`config.mk`:
```
export PLATFORM = sky130hd
export DESIGN_NAME = max_search_requester_flat
export DESIGN_NICKNAME = d
export VERILOG_FILES = /design/src/rtl/max_search_requester_pkg.sv /design/src/rtl/max_search_requester_if.sv /design/src/rtl/max_search_packer.sv /design/src/rtl/max_search_requester.sv /design/src/flat_wrapper.sv
export SDC_FILE = /design/constraint.sdc
export NUM_CORES = 1
export LEC_CHECK = 0
export ABC_AREA = 1
export CELL_PAD_IN_SITES_DETAIL_PLACEMENT = 0
export CELL_PAD_IN_SITES_GLOBAL_PLACEMENT = 2
export CORE_MARGIN = 8
export CORE_UTILIZATION = 30
export CTS_CLUSTER_SIZE = 16
export DETAILED_ROUTE_END_ITERATION = 10
export PLACE_DENSITY_LB_ADDON = 0.2
export SYNTH_ARGS = -nofsm -noshare
export SYNTH_HDL_FRONTEND = slang
export SYNTH_SLANG_ARGS = --single-unit
```
`constraint.sdc`:
```
create_clock -name clk -period 2.24 [get_ports clk]
set_input_delay 0.56 -clock clk [delete_from_list [all_inputs] [get_ports clk]]
set_output_delay 0.56 -clock clk [all_outputs]
set_load 0.03 [all_outputs]
```
`src/rtl/max_search_requester_pkg.sv`:
```
// max_search_requester_pkg: shared widths, FSM state encoding and the array packing rule
package max_search_requester_pkg;
  localparam int DATA_W = 8;
  localparam int N_ELEM = 8;
  localparam int ARRAY_W = DATA_W * N_ELEM;
  typedef enum logic [1:0] {FILL, LAUNCH, WAIT, RESULT} state_e;
  function automatic int elem_lsb(input int i);
    return ARRAY_W - DATA_W * (i + 1);
  endfunction
endpackage

```
`src/rtl/max_search_requester_if.sv`:
```
// max_search_requester_if: byte stream in, engine launch/completion, result stream out
// master = requester side, slave = byte source / engine / result sink side
interface max_search_requester_if;
  import max_search_requester_pkg::*;
  logic               in_valid;
  logic [DATA_W-1:0]  in_data;
  logic               in_ready;
  logic [ARRAY_W-1:0] array_o;
  logic               start_o;
  logic               completed_i;
  logic [3:0]         max_index_i;
  logic               res_valid;
  logic               res_ready;
  logic [3:0]         res_index;
  logic [DATA_W-1:0]  res_value;
  logic               res_error;
  modport master (
    input  in_valid, in_data, completed_i, max_index_i, res_ready,
    output in_ready, array_o, start_o, res_valid, res_index, res_value, res_error
  );
  modport slave (
    output in_valid, in_data, completed_i, max_index_i, res_ready,
    input  in_ready, array_o, start_o, res_valid, res_index, res_value, res_error
  );
endinterface

```
`src/rtl/max_search_packer.sv`:
```
// max_search_packer: 8x8 slot file, write port, combinational read by index, flattened 64-bit view
// ports: clk/reset; we/addr/wr_data write; rd_idx -> rd_data read; array_o packed slots
module max_search_packer
  import max_search_requester_pkg::*;
(
  input  logic               clk,
  input  logic               reset,
  input  logic               we,
  input  logic [2:0]         addr,
  input  logic [DATA_W-1:0]  wr_data,
  input  logic [2:0]         rd_idx,
  output logic [DATA_W-1:0]  rd_data,
  output logic [ARRAY_W-1:0] array_o
);
  logic [DATA_W-1:0] slot_q [N_ELEM];
  logic [DATA_W-1:0] slot_d [N_ELEM];
  always_comb begin
    slot_d = slot_q;
    if (we) slot_d[addr] = wr_data;
  end
  always_ff @(posedge clk) begin
    if (reset) slot_q <= '{default: '0};
    else slot_q <= slot_d;
  end
  assign rd_data = slot_q[rd_idx];
  for (genvar i = 0; i < N_ELEM; i++) begin : g_pack
    assign array_o[elem_lsb(i) +: DATA_W] = slot_q[i];
  end
endmodule

```
`src/rtl/max_search_requester.sv`:
```
// max_search_requester: gathers 8 signed bytes, launches the max-search engine, returns index and winning value
// ports: clk, reset (sync, active-high); bus carries byte input, engine start/completion and result output
module max_search_requester
  import max_search_requester_pkg::*;
#(
  parameter int TIMEOUT_CYCLES = 64
) (
  input logic                  clk,
  input logic                  reset,
  max_search_requester_if.master bus
);
  localparam int TW = $clog2(TIMEOUT_CYCLES);
  state_e            state_q, state_d;
  logic [2:0]        count_q, count_d;
  logic [TW-1:0]     timer_q, timer_d;
  logic              start_q, start_d;
  logic              res_valid_q, res_valid_d;
  logic              res_error_q, res_error_d;
  logic [3:0]        res_index_q, res_index_d;
  logic [DATA_W-1:0] res_value_q, res_value_d;
  logic [DATA_W-1:0] rd_data;
  logic              we;
  assign bus.in_ready = state_q == FILL && !reset;
  assign we = bus.in_valid && bus.in_ready;
  max_search_packer u_packer (
    .clk     (clk),
    .reset   (reset),
    .we      (we),
    .addr    (count_q),
    .wr_data (bus.in_data),
    .rd_idx  (bus.max_index_i[2:0]),
    .rd_data (rd_data),
    .array_o (bus.array_o)
  );
  always_comb begin
    state_d = state_q;
    count_d = count_q;
    timer_d = timer_q;
    res_index_d = res_index_q;
    res_value_d = res_value_q;
    res_error_d = res_error_q;
    case (state_q)
      FILL: if (we) begin
        count_d = count_q + 3'd1;
        state_d = count_q == 3'(N_ELEM - 1) ? LAUNCH : FILL;
      end
      LAUNCH: begin
        timer_d = '0;
        state_d = WAIT;
      end
      WAIT: begin
        timer_d = timer_q + 1'b1;
        if (bus.completed_i) begin
          res_index_d = bus.max_index_i;
          res_error_d = bus.max_index_i >= 4'(N_ELEM);
          res_value_d = res_error_d ? '0 : rd_data;
          state_d = RESULT;
        end else if (timer_q == TW'(TIMEOUT_CYCLES - 1)) begin
          res_index_d = '0;
          res_value_d = '0;
          res_error_d = 1'b1;
          state_d = RESULT;
        end
      end
      default: if (bus.res_ready) begin
        count_d = '0;
        state_d = FILL;
      end
    endcase
    start_d = state_d == LAUNCH;
    res_valid_d = state_d == RESULT;
  end
  always_ff @(posedge clk) begin
    if (reset) begin
      state_q <= FILL;
      count_q <= '0;
      timer_q <= '0;
      start_q <= 1'b0;
      res_valid_q <= 1'b0;
      res_index_q <= '0;
      res_value_q <= '0;
      res_error_q <= 1'b0;
    end else begin
      state_q <= state_d;
      count_q <= count_d;
      timer_q <= timer_d;
      start_q <= start_d;
      res_valid_q <= res_valid_d;
      res_index_q <= res_index_d;
      res_value_q <= res_value_d;
      res_error_q <= res_error_d;
    end
  end
  assign bus.start_o = start_q;
  assign bus.res_valid = res_valid_q;
  assign bus.res_index = res_index_q;
  assign bus.res_value = res_value_q;
  assign bus.res_error = res_error_q;
endmodule

```
`src/flat_wrapper.sv`:
```
// flat-port wrapper written by rule: the top's interface ports become plain ports
module max_search_requester_flat import max_search_requester_pkg::*;
#(
  parameter int TIMEOUT_CYCLES = 64
)
  (clk, reset, bus_in_valid, bus_in_data, bus_completed_i, bus_max_index_i, bus_res_ready, bus_in_ready, bus_array_o, bus_start_o, bus_res_valid, bus_res_index, bus_res_value, bus_res_error);
  max_search_requester_if bus_i ();
  input logic clk;
  input logic reset;
  input wire logic [$bits(bus_i.in_valid)-1:0] bus_in_valid;
  input wire logic [$bits(bus_i.in_data)-1:0] bus_in_data;
  input wire logic [$bits(bus_i.completed_i)-1:0] bus_completed_i;
  input wire logic [$bits(bus_i.max_index_i)-1:0] bus_max_index_i;
  input wire logic [$bits(bus_i.res_ready)-1:0] bus_res_ready;
  output wire logic [$bits(bus_i.in_ready)-1:0] bus_in_ready;
  output wire logic [$bits(bus_i.array_o)-1:0] bus_array_o;
  output wire logic [$bits(bus_i.start_o)-1:0] bus_start_o;
  output wire logic [$bits(bus_i.res_valid)-1:0] bus_res_valid;
  output wire logic [$bits(bus_i.res_index)-1:0] bus_res_index;
  output wire logic [$bits(bus_i.res_value)-1:0] bus_res_value;
  output wire logic [$bits(bus_i.res_error)-1:0] bus_res_error;
  assign bus_i.in_valid = bus_in_valid;
  assign bus_i.in_data = bus_in_data;
  assign bus_i.completed_i = bus_completed_i;
  assign bus_i.max_index_i = bus_max_index_i;
  assign bus_i.res_ready = bus_res_ready;
  assign bus_in_ready = bus_i.in_ready;
  assign bus_array_o = bus_i.array_o;
  assign bus_start_o = bus_i.start_o;
  assign bus_res_valid = bus_i.res_valid;
  assign bus_res_index = bus_i.res_index;
  assign bus_res_value = bus_i.res_value;
  assign bus_res_error = bus_i.res_error;
  max_search_requester #(.TIMEOUT_CYCLES(TIMEOUT_CYCLES)) u_core (.clk(clk), .reset(reset), .bus(bus_i));
endmodule
```
Word-level counts from Yosys, hierarchy flattened
Index checks and enable logic that the tools add are counted.
{"block": "totals", "ff_bits": 90, "in_bits": 17, "output_inout_bits": 80, "wordCells": 66}
{"block": "op_classes", "n_addsub": 2, "order_cmp": 4, "eq_ne": 7, "n_mux": 23, "n_bitwise": 3, "reduce_logical": 11}
{"operator": "$bwmux W64", "n": 1}
{"operator": "$mux W8", "n": 6}
{"operator": "$bmux W8 S3", "n": 1}
{"operator": "$demux W8 S3", "n": 1}
{"operator": "$ge A4 B4 Y1 const B", "n": 3}
{"operator": "$pmux W6 S2", "n": 1}
{"operator": "$mux W2", "n": 4}
{"operator": "$mux W4", "n": 2}
{"operator": "$not A3 Y4", "n": 2}
{"operator": "$add A6 B1 Y6 const B", "n": 1}
{"operator": "$eq A6 B6 Y1 const B", "n": 1}
{"operator": "$mux W3", "n": 2}
{"operator": "$pmux W2 S3", "n": 1}
{"operator": "$pmux W3 S2", "n": 1}
{"operator": "$reduce_bool A2 Y1", "n": 3}
{"operator": "$eq A2 B1 Y1 const B", "n": 2}
{"operator": "$eq A2 B2 Y1 const B", "n": 2}
{"operator": "$lt A4 B1 Y1 const B", "n": 1}
{"operator": "$add A3 B1 Y3 const B", "n": 1}
{"operator": "$eq A3 B3 Y1 const B", "n": 1}
{"operator": "$logic_and A1 B1 Y1", "n": 3}
{"operator": "$mux W1", "n": 3}
{"operator": "$reduce_and A3 Y1", "n": 1}
{"operator": "$logic_not A2 Y1", "n": 1}
{"operator": "other kinds (5)", "n": 5}

Longest topological paths before layout
Gate-level depths: netlist (run 1).
{"block": "depth", "depth_word": 6, "depth_mapped": 10, "ltp_nobuf": 10}

Modules after synthesis
A second synthesis (run 1) with hierarchy kept.
{"block": "hier_totals", "cells_unflattened": 652, "area_unflattened_um2": 4408.0}
{"mod": "max_search_packer", "instances": 1, "cells_per_inst": 504, "area_each_um2": 3189.3, "seq_area_each_um2": 1281.2}
{"mod": "max_search_requester", "instances": 1, "cells_per_inst": 148, "area_each_um2": 1218.7, "seq_area_each_um2": 520.5}

Worst setup path before layout (run 1)
Ideal clock, no wire load.
{"block": "synth_path", "path_type": "input to register", "startpoint": "input reset", "endpoint": "register u_core.u_packer.slot_q, in the netlist u_core.u_packer.array_o[45]", "setup_ps": 115, "arrival_ps": 1523, "required_ps": 2125, "slack_ps": 601, "cell_stages": 8, "n_path_buf": 2, "path_cell_list": "buf_6 nor2_8 nand2_4 nor2_8 nand2_4 buf_6 o21ai_2 a21oi_2"}
{"block": "synth_via", "elab_chain_len": 3}
{"item": "start, declared", "line": "flat_wrapper.sv:9", "source": "input logic reset;"}
{"item": "$logic_not A1 Y1", "line": "max_search_requester.sv:23", "source": "assign bus.in_ready = state_q == FILL && !reset;"}
{"item": "$logic_and A1 B1 Y1", "line": "max_search_requester.sv:23"}
{"item": "via bus_in_ready", "line": "flat_wrapper.sv:15", "source": "output wire logic [$bits(bus_i.in_ready)-1:0] bus_in_ready;"}
{"item": "$logic_and A1 B1 Y1", "line": "max_search_requester.sv:24", "source": "assign we = bus.in_valid && bus.in_ready;"}
{"item": "end signal, assigned", "line": "max_search_packer.sv:23", "source": "else slot_q <= slot_d;"}
{"item": "end, declared", "line": "max_search_packer.sv:15", "source": "logic [DATA_W-1:0] slot_q [N_ELEM];"}
The timed path passes the listed nets, and every way through them passes these cells.
A chain may end at the register's enable or synchronous reset.

Worst setup path after layout (run 1)
{"block": "layout_path", "startpoint": "input reset", "endpoint": "output bus_in_ready"}
{"block": "layout_via", "elab_chain_len": 2}
{"item": "$logic_not A1 Y1", "line": "max_search_requester.sv:23"}
{"item": "$logic_and A1 B1 Y1", "line": "max_search_requester.sv:23"}
{"item": "end, declared", "line": "flat_wrapper.sv:15"}
No other way between the ends.

==> results of run 1 <==
[kinds of logic (layout without fill, tap and decap cells)]
logic type | after synthesis | count (layout)
buffers and inverters | 119 | 216
DFF | 90 | 90
AOI/OAI and AO/OA | 153 | 153
adders and majority gates | 6 | 6
and+or+nand+nor | 196 | 196
[registers in the layout, indices dropped and copies added (netlist names)]
signal and flops:
u_core.bus.res_valid 1, u_core.u_packer.array_o 64, u_core.bus.res_value 8, u_core.bus.res_index 4, u_core.timer_q 6, u_core.bus.res_error 1, u_core.state_q 2, u_core.bus.start_o 1
u_core.count_q 3
[worst min-delay path, cell delays in order (launching register included)]
cell     delay, ps
dfxtp_1        310
nand2_1         60
a21oi_1         50
[where the power goes]
part | internal [uW] | switching (uW) | leakage [uW]
logic | 209 | 380 | 0.00137
clock network | 904 | 631 | 0.000152
registers | 1660 | 37.6 | 0.000728
[through the flow]
stage	setup TNS [ps]	util [%]
final	0	40.6
after CTS	0	40.6
after global placement	0	38.3
after floorplan	0	-
after global routing	0	40.6
after detailed placement	-5.41	38.3
[path summary, 6_finish.rpt]
kind	start	to	slack [ps]	depth (start not counted)
hold reg to reg	u_core.bus.res_index[3]	u_core.bus.res_index[3]	460	2
hold / removal	u_core.bus.res_index[3]	u_core.bus.res_index[3]	460	2
setup / recovery	reset	bus_in_ready	180	3
setup reg to reg	u_core.state_q[0]	u_core.u_packer.array_o[20]	530	9
[metal layers]
metal  track usage (%)  vias up  wire [um]
li1                  -     2000          -
met1              20.5     1736       6660
met2              23.9       89       6190
met3              3.65       13        865
met4              5.24        0        178
met5                 0        -          0
[cells in the final DEF, fill, tap and decap left out, drive strengths merged, types with 3 or more instances in the layout]
cell type / netlist / final
ha: 6 / 6
clkdlybuf4s50: 0 / 95
dfxtp: 90 / 90
nor3: 3 / 3
a21oi: 80 / 80
o21ai: 69 / 69
buf: 19 / 16
nor2: 23 / 23
inv: 89 / 89
nand3: 61 / 61
clkbuf: 11 / 15
nand2: 108 / 108
[layout make-up]
class / count / share of cell area (%)
multi-input combinational: 355 / 32.6
sequential: 90 / 32.5
timing repair buffer: 111 / 19.3
inverter: 89 / 6.03
clock buffer: 15 / 5.37
tap: 180 / 4.06
clock inverter: 1 / 0.0903
==> flow_summary.json, run 1 <==
{
  "io_buffers": 96,
  "synth-xor-area-share_pct": 0,
  "drt-vias-per-instance": 4.56,
  "ys_top_cells_by_count": "nand2_1 (99), dfxtp_1 (90), inv_1 (88), a21oi_1 (77), nand3_1 (61)",
  "ys.warnings.count": 0,
  "final_area_um2": 5540,
  "ys_seq_area_share_pct": 43.6,
  "hpwl_um": 10100,
  "syn_inst": 564,
  "setup_viol": 0,
  "yosys.area_share.simple_pct": 22.6,
  "nNetsFinal": 679,
  "cts_root_buffer": "clkbuf_16",
  "die_h_um": 133,
  "antenna_found_initial": 0,
  "crit_required_ps": 1680,
  "antenna_left": 0,
  "die_w_um": 133,
  "synthDistinctLibCells": 24,
  "cts_buffer_depth": 2,
  "synth_top_family_by_area": "simple AND/OR/NAND/NOR gates",
  "synth_compound_area_share_pct": 19.3,
  "fin_crit_ps": 2060,
  "fp.coreArea_um2": 13700,
  "power_density_nw_per_um2": 688,
  "clk_transition_reported_paths_ps": 60,
  "synth_seq_cells": 90,
  "synth_top_area_share_pct": 43.6,
  "synthMuxAreaShare_pct": 0,
  "cts_resized": 0,
  "synth.most_common_cell": "nand2_1",
  "finalWirelength_um": 13900,
  "outcome": "completed",
  "fillers": 1472,
  "worstSetupPathType": "input port to output port",
  "timing.hold.ws_ps": 463,
  "grt_pass1_vias": 3705,
  "start_kind": "input port",
  "yosys.area.top_type": "dfxtp_1",
  "htreeDepth": 3,
  "cap_violations": 0,
  "endpoint_kind": "output port",
  "place_inst": 825,
  "grt_setup_unrepaired": "no",
  "die_area_um2": 17800,
  "cts_inserted_buffers": 9,
  "crit_family": "buffers and inverters",
  "cpMaxStageDelayCell": "clkdlybuf4s50_1",
  "p_leak_uw": 0.00225,
  "drive_gt1_share_pct": 7.56,
  "grt_use_total_pct": 15.4,
  "irDropWorstVdd_uv": 267,
  "grt_overflow": 0,
  "dominantRegCellSynth": "dfxtp_1",
  "rows": 43,
  "p_total_uw": 3820,
  "critPathBufInv": 2,
  "seq_area_um2": 1800,
  "fin_crit_sh_pct": 92.2,
  "post_cts_buffers": 0,
  "cts_tree": "yes",
  "multiInputGateArea_um2": 1810,
  "finalNonFillerCells": 841,
  "post-place-ws_ps": -5.41,
  "fmaxAchievable_mhz": 484,
  "design.portCount": 97,
  "cts_hold_buffers": 0,
  "drt_iter0_drc": 302,
  "setup_slack_ps": 175,
  "synth.avg_cell_area_um2": 7.33,
  "tightest_slew_ps": 642,
  "syn-cell-area_um2": 4140,
  "grt_max_degree": 66,
  "post-route-drc-count": 0,
  "worstPathCellList": "clkdlybuf4s50_1 -> nor2_8 -> buf_4",
  "cts_sinks": 90,
  "path_max_fanout": 4,
  "hold_viol_final": 0,
  "synthArstFlopShare_pct": 0,
  "drt-pass1-iter-count": 4,
  "postPlaceCellArea_um2": 5240,
  "synth_edf_count": 0,
  "insertion_delay_ps": 340,
  "critPathArrivalTime_ps": 1500,
  "fin_worst_skew_ps": 4.98,
  "place.gp.congestion": 0.755,
  "relSlewSlack_pct": 57.2,
  "area_delta_synth_final_pct": 34.0,
  "synthTopCellsByArea": "dfxtp_1 (44%), a21oi_1 (9.3%), nand2_1 (9.0%), inv_1 (8.0%), nand3_1 (7.4%)",
  "syn-num-nets": 587,
  "synth_fa_ha_area_share_pct": 1.81,
  "routed-via-count": 3838,
  "initial_core_util_pct": 30.3,
  "slew_violations": 0,
  "antenna_cells": 0,
  "worstHoldPathType": "flip-flop to flip-flop",
  "grt_pass1_wl_um": 21100,
  "critPathMaxStageDelay_ps": 560,
  "wl_per_cell_um": 16.5
}
(Power assumes the default switching activity.)
==> run 2: changes to the inputs <==
Settings changed: CORE_ASPECT_RATIO set to 0.6.
==> run 2 against run 1 <==
Core utilization is 0.18 points higher. Flip-flop and latch count stayed put. Setup slack better by 54 ps.
==> flow_summary.json, run 2 (synthesized netlist as in run 1, its figures left out) <==
{
  "irDropWorstVdd_uv": 404,
  "cts_buffer_depth": 2,
  "tightest_slew_ps": 647,
  "antenna_left": 0,
  "htreeDepth": 3,
  "hold_viol_final": 0,
  "worstSetupPathType": "flip-flop to output port",
  "crit_required_ps": 1680,
  "antenna_found_initial": 0,
  "hpwl_um": 10600,
  "grt_pass1_wl_um": 22300,
  "drive_gt1_share_pct": 7.13,
  "cts_inserted_buffers": 9,
  "slew_violations": 0,
  "drt-pass1-iter-count": 4,
  "largest_register_ffs": 64,
  "fmaxAchievable_mhz": 497,
  "clk_transition_reported_paths_ps": 60,
  "fin_worst_skew_ps": 7.09,
  "cts_hold_buffers": 0,
  "rows": 33,
  "design.portCount": 97,
  "routed-via-count": 3885,
  "post-route-util_pct": 40.7,
  "cpMaxStageDelayCell": "clkdlybuf4s50_1",
  "cts_resized": 0,
  "area_delta_synth_final_pct": 33.4,
  "multiInputGateArea_um2": 1810,
  "fin_crit_ps": 2010,
  "critPathMaxStageDelay_ps": 710,
  "cts_root_buffer": "clkbuf_16",
  "worstPathCellList": "clkdlybuf4s50_1",
  "outcome": "completed",
  "fillers": 1398,
  "post-route-drc-count": 0,
  "drt-vias-per-instance": 4.66,
  "die_w_um": 168,
  "drt_iter0_drc": 246,
  "fin_crit_sh_pct": 89.8,
  "grt_pass1_vias": 3791,
  "relSlewSlack_pct": 56.9,
  "cts_sinks": 90,
  "die_area_um2": 17900,
  "start_kind": "flip-flop",
  "worstHoldPathType": "flip-flop to flip-flop",
  "p_leak_uw": 0.00222,
  "endpoint_kind": "output port",
  "finalWirelength_um": 14500,
  "cap_violations": 0,
  "place.gp.congestion": 0.762,
  "initial_core_util_pct": 30.5,
  "p_total_uw": 3730,
  "io_buffers": 96,
  "critPathArrivalTime_ps": 1450,
  "crit_family": "buffers and inverters",
  "final_cell_mix": "nand2_1 (99), clkdlybuf4s50_1 (95), dfxtp_1 (90)",
  "layout_commonest_cell": "nand2_1",
  "power_density_nw_per_um2": 676,
  "seq_area_um2": 1800,
  "critPathBufInv": 1,
  "grt_max_degree": 66,
  "post_cts_buffers": 0,
  "grt_setup_unrepaired": "no",
  "grt_use_total_pct": 16.1,
  "path_max_fanout": 2,
  "wl_per_cell_um": 17.4,
  "grt_overflow": 0,
  "nNetsFinal": 677,
  "cts_tree": "yes",
  "fp.coreArea_um2": 13500,
  "antenna_cells": 0,
  "insertion_delay_ps": 340,
  "setup_tns_ps": 0,
  "setup_viol": 0,
  "die_h_um": 107
}
[run 2: cell count changes in the layout (fill, tap and decap cells not counted), sizes merged]
cell,change
buf,-2
clkinvlp,+3
clkbuf,-3
[run 2: where the power goes]
part / switching, uW / total [uW] / leakage (uW) / internal, uW
registers: 40.0 / 1690 / 0.000728 / 1650
logic: 386 / 597 / 0.00137 / 211
clock network: 658 / 1440 / 0.000125 / 783
[run 2: through the flow]
| stage | instance area [um^2] | hold WS, ps | std cells | setup slack (ps) |
|---|---|---|---|---|
| after global routing | 5520 | 486 | 834 | 185 |
| after detailed placement | 5240 | 457 | 818 | 68.4 |
| final | 5520 | 465 | 834 | 229 |
| after global placement | 5240 | 453 | 818 | 116 |
| after floorplan | 4140 | 459 | 564 | 601 |
| after CTS | 5520 | 470 | 834 | 231 |
[run 2: worst register-to-register path: cells and delay by family, from the launching register on]
| family | cells | cell delay [ps] |
|---|---|---|
| AOI/OAI and AO/OA | 2 | 270 |
| adders and majority gates | 1 | 260 |
| DFF | 1 | 350 |
| and+or+nand+nor | 4 | 550 |
| buffers and inverters | 2 | 180 |
[run 2: layer usage]
metal / routed length (um) / GRT usage [%]
met1: 7990 / 24.8
met2: 5440 / 21.5
met3: 987 / 4.29
met4: 101 / 2.98
met5: 0 / 0
[run 2: path summary, 6_finish.rpt]
| path | cells past startpoint | to | startpoint | slack [ps] |
|---|---|---|---|---|
| worst max register to register | 9 | u_core.u_packer.array_o[18] | u_core.state_q[0] | 520 |
| worst max-delay path | 1 | bus_array_o[0] | u_core.u_packer.array_o[0] | 230 |
| worst min-delay path | 2 | u_core.bus.res_index[2] | u_core.bus.res_index[2] | 470 |
| worst min register to register | 2 | u_core.bus.res_index[2] | u_core.bus.res_index[2] | 470 |
[run 2: area by class of cell]
cell class / count / share of cell area [%]
inverter: 89 / 6.05
timing repair buffer: 109 / 19.6
tap: 175 / 3.97
multi-input combinational: 355 / 32.8
sequential: 90 / 32.7
clock inverter: 4 / 0.499
clock buffer: 12 / 4.47
